==> src/rtl/rx_bit_slicer_sync_if.sv <==
// rx_bit_slicer_sync_if
//   Groups the receiver control, detector strobe and decided-bit/sync
//   status signals of rx_bit_slicer_sync.
//   master : stimulus side (drives rx_en, rate_sel, photon_pulse, thresh)
//   slave  : the slicer (drives rx_bit, rx_bit_vld, pulses_in_bit,
//            frame_sync_ok, sync_cnt, sync_state)
interface rx_bit_slicer_sync_if;
  logic        rx_en;
  logic [2:0]  rate_sel;
  logic        photon_pulse;
  logic [15:0] thresh;
  logic        rx_bit;
  logic        rx_bit_vld;
  logic [15:0] pulses_in_bit;
  logic        frame_sync_ok;
  logic [31:0] sync_cnt;
  logic [1:0]  sync_state;

  modport master (
    output rx_en, rate_sel, photon_pulse, thresh,
    input  rx_bit, rx_bit_vld, pulses_in_bit, frame_sync_ok, sync_cnt, sync_state
  );

  modport slave (
    input  rx_en, rate_sel, photon_pulse, thresh,
    output rx_bit, rx_bit_vld, pulses_in_bit, frame_sync_ok, sync_cnt, sync_state
  );
endinterface

==> src/rtl/rx_bit_slicer_sync.sv <==
// rx_bit_slicer_sync
//   Turns single-cycle photon strobes into hard bit decisions on a
//   free-running NCO bit grid, then hunts the bit stream for a long
//   silence followed by SYNC_WORD and reports lock on frame_sync_ok.
// Ports:
//   clk  core clock
//   rst  asynchronous active-high reset
//   bus  rx_bit_slicer_sync_if.slave
//        in : rx_en, rate_sel[2:0], photon_pulse, thresh[15:0]
//        out: rx_bit, rx_bit_vld, pulses_in_bit[15:0], frame_sync_ok,
//             sync_cnt[31:0], sync_state[1:0]
// Build option:
//   RX_SYNC_ERRTOL_EN  accept up to SYNC_MAX_ERR mismatching sync bits,
//                      once at least 32 search bits have been seen.
module rx_bit_slicer_sync #(
  parameter longint unsigned CLK_HZ           = 64'd260_000_000,
  parameter logic [31:0]     SYNC_WORD        = 32'hB5E3_9A17,
  parameter int              SIL1_BITS        = 200,
  parameter int              SYNC_SEARCH_BITS = 64,
  parameter int              SYNC_MAX_ERR     = 2
) (
  input logic                clk,
  input logic                rst,
  rx_bit_slicer_sync_if.slave bus
);

  // floor(rate * 2^32 / CLK_HZ), evaluated at elaboration
  function automatic logic [31:0] rate_inc(input longint unsigned bps);
    logic [63:0] t;
    t = (64'(bps) << 32) / 64'(CLK_HZ);
    return t[31:0];
  endfunction

  localparam logic [31:0] INC_2M  = rate_inc(64'd2_000_000);
  localparam logic [31:0] INC_4M  = rate_inc(64'd4_000_000);
  localparam logic [31:0] INC_8M  = rate_inc(64'd8_000_000);
  localparam logic [31:0] INC_16M = rate_inc(64'd16_000_000);
  localparam logic [31:0] INC_32M = rate_inc(64'd32_000_000);
  localparam logic [31:0] INC_65M = rate_inc(64'd65_000_000);

  localparam int              SILW     = $clog2(SIL1_BITS + 1);
  localparam logic [SILW-1:0] SIL_MAX  = SILW'(SIL1_BITS);
  localparam logic [15:0]     SRCH_MAX = 16'(SYNC_SEARCH_BITS);

  typedef enum logic [1:0] {
    WAIT_SIL = 2'd0,
    ARMED    = 2'd1,
    LOCKED   = 2'd2
  } st_e;

  st_e             state_q, state_d;
  logic [31:0]     acc_q, acc_d;
  logic [15:0]     pcnt_q, pcnt_d;
  logic [SILW-1:0] sil_q, sil_d;
  logic [31:0]     sreg_q, sreg_d;
  logic [15:0]     srch_q, srch_d;
  logic            rx_bit_q, rx_bit_d;
  logic            vld_q, vld_d;
  logic [15:0]     pib_q, pib_d;
  logic            fso_q, fso_d;
  logic [31:0]     sync_cnt_q, sync_cnt_d;

  logic [31:0]     inc;
  logic [32:0]     acc_sum;
  logic            bnd;
  logic [15:0]     pls_sum;
  logic            bit_dec, silent;
  logic [SILW-1:0] sil_inc;
  logic [31:0]     sreg_nx;
  logic [15:0]     srch_nx;
  logic            match;

  always_comb begin
    case (bus.rate_sel)
      3'd1:    inc = INC_4M;
      3'd2:    inc = INC_8M;
      3'd3:    inc = INC_16M;
      3'd4:    inc = INC_32M;
      3'd5:    inc = INC_65M;
      default: inc = INC_2M;
    endcase
  end

  // carry out of the phase accumulator marks the last cycle of a bit
  assign acc_sum = {1'b0, acc_q} + {1'b0, inc};
  assign bnd     = acc_sum[32];

  // the current cycle's pulse is included so a boundary-cycle pulse
  // lands in the closing bit
  assign pls_sum = (pcnt_q == 16'hFFFF) ? 16'hFFFF : pcnt_q + {15'd0, bus.photon_pulse};
  assign bit_dec = (pls_sum >= bus.thresh);
  assign silent  = (pls_sum == 16'd0);
  assign sil_inc = (sil_q == SIL_MAX) ? sil_q : sil_q + 1'b1;
  assign sreg_nx = {sreg_q[30:0], bit_dec};
  // search budget only starts draining at the first non-silent bit
  assign srch_nx = (!silent || srch_q != 16'd0) ? srch_q + 16'd1 : srch_q;

`ifdef RX_SYNC_ERRTOL_EN
  // gated on 32 search bits so residual zeros from the silence cannot
  // count toward a near-match
  assign match = (srch_nx >= 16'd32) &&
                 ($countones(sreg_nx ^ SYNC_WORD) <= SYNC_MAX_ERR);
`else
  assign match = (sreg_nx == SYNC_WORD);
`endif

  always_comb begin
    state_d    = state_q;
    acc_d      = acc_sum[31:0];
    pcnt_d     = pls_sum;
    sil_d      = sil_q;
    sreg_d     = sreg_q;
    srch_d     = srch_q;
    rx_bit_d   = rx_bit_q;
    vld_d      = 1'b0;
    pib_d      = pib_q;
    fso_d      = fso_q;
    sync_cnt_d = sync_cnt_q;

    if (!bus.rx_en) begin
      state_d  = WAIT_SIL;
      acc_d    = '0;
      pcnt_d   = '0;
      sil_d    = '0;
      sreg_d   = '0;
      srch_d   = '0;
      rx_bit_d = 1'b0;
      fso_d    = 1'b0;
    end else if (bnd) begin
      pcnt_d   = '0;
      pib_d    = pls_sum;
      rx_bit_d = bit_dec;
      vld_d    = 1'b1;
      case (state_q)
        WAIT_SIL: begin
          if (silent) begin
            sil_d = sil_inc;
            if (sil_inc == SIL_MAX) begin
              state_d = ARMED;
              sil_d   = '0;
              sreg_d  = '0;
              srch_d  = '0;
            end
          end else begin
            sil_d = '0;
          end
        end
        ARMED: begin
          sreg_d = sreg_nx;
          srch_d = srch_nx;
          // match takes priority over an expiring search window
          if (match) begin
            state_d    = LOCKED;
            fso_d      = 1'b1;
            sync_cnt_d = sync_cnt_q + 32'd1;
            sil_d      = '0;
          end else if (srch_nx >= SRCH_MAX) begin
            state_d = WAIT_SIL;
            sil_d   = '0;
            srch_d  = '0;
          end
        end
        LOCKED: begin
          if (silent) begin
            sil_d = sil_inc;
            if (sil_inc == SIL_MAX) begin
              state_d = ARMED;
              fso_d   = 1'b0;
              sil_d   = '0;
              sreg_d  = '0;
              srch_d  = '0;
            end
          end else begin
            sil_d = '0;
          end
        end
        default: begin
          state_d = WAIT_SIL;
          sil_d   = '0;
          fso_d   = 1'b0;
        end
      endcase
    end
  end

  always_ff @(posedge clk or posedge rst) begin
    if (rst) begin
      state_q    <= WAIT_SIL;
      acc_q      <= '0;
      pcnt_q     <= '0;
      sil_q      <= '0;
      sreg_q     <= '0;
      srch_q     <= '0;
      rx_bit_q   <= 1'b0;
      vld_q      <= 1'b0;
      pib_q      <= '0;
      fso_q      <= 1'b0;
      sync_cnt_q <= '0;
    end else begin
      state_q    <= state_d;
      acc_q      <= acc_d;
      pcnt_q     <= pcnt_d;
      sil_q      <= sil_d;
      sreg_q     <= sreg_d;
      srch_q     <= srch_d;
      rx_bit_q   <= rx_bit_d;
      vld_q      <= vld_d;
      pib_q      <= pib_d;
      fso_q      <= fso_d;
      sync_cnt_q <= sync_cnt_d;
    end
  end

  assign bus.rx_bit        = rx_bit_q;
  assign bus.rx_bit_vld    = vld_q;
  assign bus.pulses_in_bit = pib_q;
  assign bus.frame_sync_ok = fso_q;
  assign bus.sync_cnt      = sync_cnt_q;
  assign bus.sync_state    = state_q;

endmodule

==> src/flat_wrapper.sv <==
// flat-port wrapper written by rule: the top's interface ports become plain ports
module rx_bit_slicer_sync_flat 
#(
  parameter longint unsigned CLK_HZ           = 64'd260_000_000,
  parameter logic [31:0]     SYNC_WORD        = 32'hB5E3_9A17,
  parameter int              SIL1_BITS        = 200,
  parameter int              SYNC_SEARCH_BITS = 64,
  parameter int              SYNC_MAX_ERR     = 2
)
  (clk, rst, bus_rx_en, bus_rate_sel, bus_photon_pulse, bus_thresh, bus_rx_bit, bus_rx_bit_vld, bus_pulses_in_bit, bus_frame_sync_ok, bus_sync_cnt, bus_sync_state);
  rx_bit_slicer_sync_if bus_i ();
  input logic clk;
  input logic rst;
  input wire logic [$bits(bus_i.rx_en)-1:0] bus_rx_en;
  input wire logic [$bits(bus_i.rate_sel)-1:0] bus_rate_sel;
  input wire logic [$bits(bus_i.photon_pulse)-1:0] bus_photon_pulse;
  input wire logic [$bits(bus_i.thresh)-1:0] bus_thresh;
  output wire logic [$bits(bus_i.rx_bit)-1:0] bus_rx_bit;
  output wire logic [$bits(bus_i.rx_bit_vld)-1:0] bus_rx_bit_vld;
  output wire logic [$bits(bus_i.pulses_in_bit)-1:0] bus_pulses_in_bit;
  output wire logic [$bits(bus_i.frame_sync_ok)-1:0] bus_frame_sync_ok;
  output wire logic [$bits(bus_i.sync_cnt)-1:0] bus_sync_cnt;
  output wire logic [$bits(bus_i.sync_state)-1:0] bus_sync_state;
  assign bus_i.rx_en = bus_rx_en;
  assign bus_i.rate_sel = bus_rate_sel;
  assign bus_i.photon_pulse = bus_photon_pulse;
  assign bus_i.thresh = bus_thresh;
  assign bus_rx_bit = bus_i.rx_bit;
  assign bus_rx_bit_vld = bus_i.rx_bit_vld;
  assign bus_pulses_in_bit = bus_i.pulses_in_bit;
  assign bus_frame_sync_ok = bus_i.frame_sync_ok;
  assign bus_sync_cnt = bus_i.sync_cnt;
  assign bus_sync_state = bus_i.sync_state;
  rx_bit_slicer_sync #(.CLK_HZ(CLK_HZ), .SYNC_WORD(SYNC_WORD), .SIL1_BITS(SIL1_BITS), .SYNC_SEARCH_BITS(SYNC_SEARCH_BITS), .SYNC_MAX_ERR(SYNC_MAX_ERR)) u_core (.clk(clk), .rst(rst), .bus(bus_i));
endmodule
==> config.mk <==
export PLATFORM = sky130hd
export DESIGN_NAME = rx_bit_slicer_sync_flat
export DESIGN_NICKNAME = d
export VERILOG_FILES = /design/src/rtl/rx_bit_slicer_sync_if.sv /design/src/rtl/rx_bit_slicer_sync.sv /design/src/flat_wrapper.sv
export SDC_FILE = /design/constraint.sdc
export NUM_CORES = 1
export LEC_CHECK = 0
export CAP_MARGIN = 10
export CELL_PAD_IN_SITES_DETAIL_PLACEMENT = 0
export CELL_PAD_IN_SITES_GLOBAL_PLACEMENT = 1
export CORE_UTILIZATION = 30
export CTS_CLUSTER_DIAMETER = 150
export DETAILED_ROUTE_END_ITERATION = 7
export DONT_BUFFER_PORTS = 1
export MAX_ROUTING_LAYER = met4
export PLACE_DENSITY_LB_ADDON = 0.1
export REMOVE_ABC_BUFFERS = 1
export SLEW_MARGIN = 20
export SYNTH_ARGS = -nofsm -noshare
export SYNTH_HDL_FRONTEND = slang
export SYNTH_SLANG_ARGS = --single-unit
==> constraint.sdc <==
create_clock -name clk -period 8.75 [get_ports clk]
set_clock_uncertainty 0.05 [all_clocks]
set_input_delay 1.75 -clock clk [delete_from_list [all_inputs] [get_ports clk]]
set_output_delay 1.75 -clock clk [all_outputs]
set_load 0.02 [all_outputs]
==> metrics.txt <==
Rows 65; met2 WL 12090 um; reg2reg end u_core.bus.sync_cnt[13]; most common cell after layout, fill and taps aside dfrtp_1; Combinational Power Share 0.203; Initial Util 0.3057; DRT Wirelength 26400 um; worst slew pin tran around 0.94 ns; vias in the first global route approximately 7800; Crit. End Element flip-flop; CP arrival around 6.2 ns; VDD IR-drop max between 0.0001 and 0.00015 V; Register-to-Register Setup Slack 3.46 ns; WHS Path Cells 2; worst hold path type flip-flop to flip-flop; f_max around 170 MHz; Sink Count 156; gr ovfl total 0; CTS tree built; R2R depth 13; Seq. cell area 3904 um2; setup repair bufs after CTS 0; Clock power frac 0.394; share of layout cells above drive strength 1 0.06874; Post-Syn Area 9697 um2; GP Congestion a little over 0.8; synth warn 0; IO buf count 0; pin count of the biggest net entering global routing 98; DR top layer met4; Pre-antenna DRT Iters 5; critical path cell sequence inv_1 -> ha_1 -> nor2_1 -> a21oi_1 -> o22ai_1 -> or2_2 -> fa_1 -> a211oi_1 -> o21ai_0 -> nand3_1 -> a211oi_2 -> a31oi_1 -> o211a_1 -> buf_4 -> or2_1 -> buf_4 -> o21ai_0; antenna violations before repair 0; CTS resizes 0; Tot Pwr 0.001925 W; Routed Antenna Nets 0; end of the worst hold path u_core.sreg_q[30]; Net Switching approximately 0.00058 W; DRT iter0 DRCs 615; diode count 0; Die Span Y around 180 um; PD cells between 150 and 200 nW/um2; worst-path fanout max 48; vias ~7800; Hold Slack 0.4808 ns; hold path start u_core.sreg_q[30]; most frequent cells in the layout 156 x dfrtp_1, 77 x nand2_1, 74 x o21ai_0; routed wl met3 900 um; FF-to-FF Start u_core.pcnt_q[2]; Filler Cell Count ~3300; Placement Setup Slack ~2.3 ns; Fin. Hold Viols 0; total of max-cap violations 0; Sw Ratio 0.3020; Post-DP HPWL 17950 um; drt drc 0; status completed; area delta synth->final 9.097%; CTS Hold Buffers Added 0; worst skew pair latency between 0.4 and 0.5 ns; CP required ~9 ns; Min Clock Period, post-route approximately 6 ns; DIE AREA 33050 um2; FFs w/ async S/R, synth 1.000; Avg Cell Area, Syn roughly 8.9 um2; Routed wire per std cell about 18 um; Internal Power roughly 0.0013 W; Lkg Pwr around 4.8 nW; Synth Flop Type dfrtp_1; PnR worst setup slack 2.819 ns; TritonCTS Buffers 17; sequential fraction of the synthesis area 0.4026; Bufs on Longest Clock Path 2; Final Max Slew Viols 0; metal1 wirelength around 13000 um; multi-input logic area between 5000 and 6000 um2; post-synth cell types 66; Worst path slowest cell a31oi_1; vias per cell about 5.4; # H-tree levels 4; fin nets 1125; final setup vio count 0; GRT Util Overall 0.1709; Synth Register Bits around 160; crit-path max cell delay roughly 0.49 ns; Worst-path clk slew 0.07 ns; crit share post-route 0.6778; die width between 150 and 200 um; first-pass GRT wire length around 43000 um; setup TNS 0 ns; CP Launch Type primary input; Post-synth EDFFs 0; slew margin rel. 0.3700; Reg power frac 0.404; RSZ-0062 raised after global routing no; Root Buffer clkbuf_16; Gate Count Post-Synth about 1100; core area between 30000 and 40000 um2; I/O pin count 76; critical path type primary input to flip-flop
[metrics by stage]
step | utilization | std cells | instance area, um2
6_report | 0.3335 | 1464 | 10580
5_1_grt | 0.3335 | 1464 | 10580
4_1_cts | 0.3335 | 1464 | 10580
3_5_place_dp | 0.3152 | 1433 | 9997
3_3_place_gp | 0.3152 | 1433 | 9997
2_1_floorplan | - | 1022 | 9420
[state kept, by name (all words and copies together) (netlist names)]
signal                    cells
u_core.acc_q                 32
u_core.bus.pulses_in_bit     16
u_core.bus.rx_bit             1
u_core.bus.sync_cnt          32
u_core.sil_q                  8
u_core.pcnt_q                16
u_core.bus.sync_state         2
u_core.bus.rx_bit_vld         1
u_core.sreg_q                31
u_core.srch_q                16
u_core.bus.frame_sync_ok      1
[routing by layer]
layer | GRT usage | up-vias
met4 | 0.04339 | 0
li1 | - | 3847
met3 | 0.03550 | 13
met5 | - | -
met1 | 0.2337 | 3855
met2 | 0.2560 | 130
[synthesized netlist by cell type (all sizes together) (12+ instances only)]
cell | number | area [um2]
nand3 | 67 | 335.3
and3 | 18 | 112.6
nor4 | 16 | 112.6
inv | 49 | 183.9
nor3 | 69 | 345.3
o31ai | 17 | 127.6
nor2 | 59 | 221.5
or3 | 12 | 75.07
a21oi | 47 | 235.2
o21ai | 103 | 515.5
nand4 | 16 | 121.4
xor2 | 41 | 359.1
and2 | 16 | 100.1
ha | 51 | 638.1
dfrtp | 156 | 3904
nand2 | 77 | 289.0
mux2 | 19 | 214.0
a211oi | 12 | 95.09
buf | 14 | 92.59
xnor2 | 23 | 201.4
clkbuf | 49 | 183.9
[worst max-delay path: cells and delay by family]
family / cells / cell delay, ns
AO/OA/AOI/OAI: 8 / 1.66
buffers and inverters: 3 / 0.81
adder cells (fa/ha/maj): 2 / 0.87
AND/OR/NAND/NOR: 4 / 1.03
[power by group through the flow]
stage | Sequential (W) | Clock, W | Combinational, W
floorplan | 0.000786 | 0 | 0.000302
global placement | 0.000792 | 0 | 0.000395
detailed placement | 0.000791 | 0 | 0.000390
CTS | 0.000777 | 0.000790 | 0.000393
global route | 0.000780 | 0.000813 | 0.000441
finish | 0.000777 | 0.000758 | 0.000390
[worst max path at each step]
stage	end	start
after global placement	u_core.sreg_q[30]	bus_rate_sel[1]
after global routing	u_core.sreg_q[29]	bus_rate_sel[1]
final	u_core.sreg_q[29]	bus_rate_sel[1]
after detailed placement	u_core.sreg_q[30]	bus_rate_sel[1]
after CTS	u_core.sreg_q[29]	bus_rate_sel[1]
after floorplan	u_core.bus.pulses_in_bit[10]	bus_rate_sel[1]
[layout make-up]
class,instances,area share
multi-input combinational,816,0.5038
sequential,156,0.3690
inverter,50,0.01821
tap,402,0.04755
clock inverter,11,0.01277
clock buffer,20,0.04222
timing repair buffer,9,0.006387
[cell families (layout without fill, tap and decap cells)]
kind of cell	Yosys count	after routing	synth area share
flip-flops	156	156	0.4026
XOR/XNOR	64	64	0.05781
AO/OA/AOI/OAI	260	260	0.1686
buffers and inverters	113	90	0.04787
AND/OR/NAND/NOR	413	413	0.2249
adder cells (fa/ha/maj)	52	52	0.06787
multiplexers	27	27	0.03032
No activity file was read; power rests on OpenSTA's default activity.
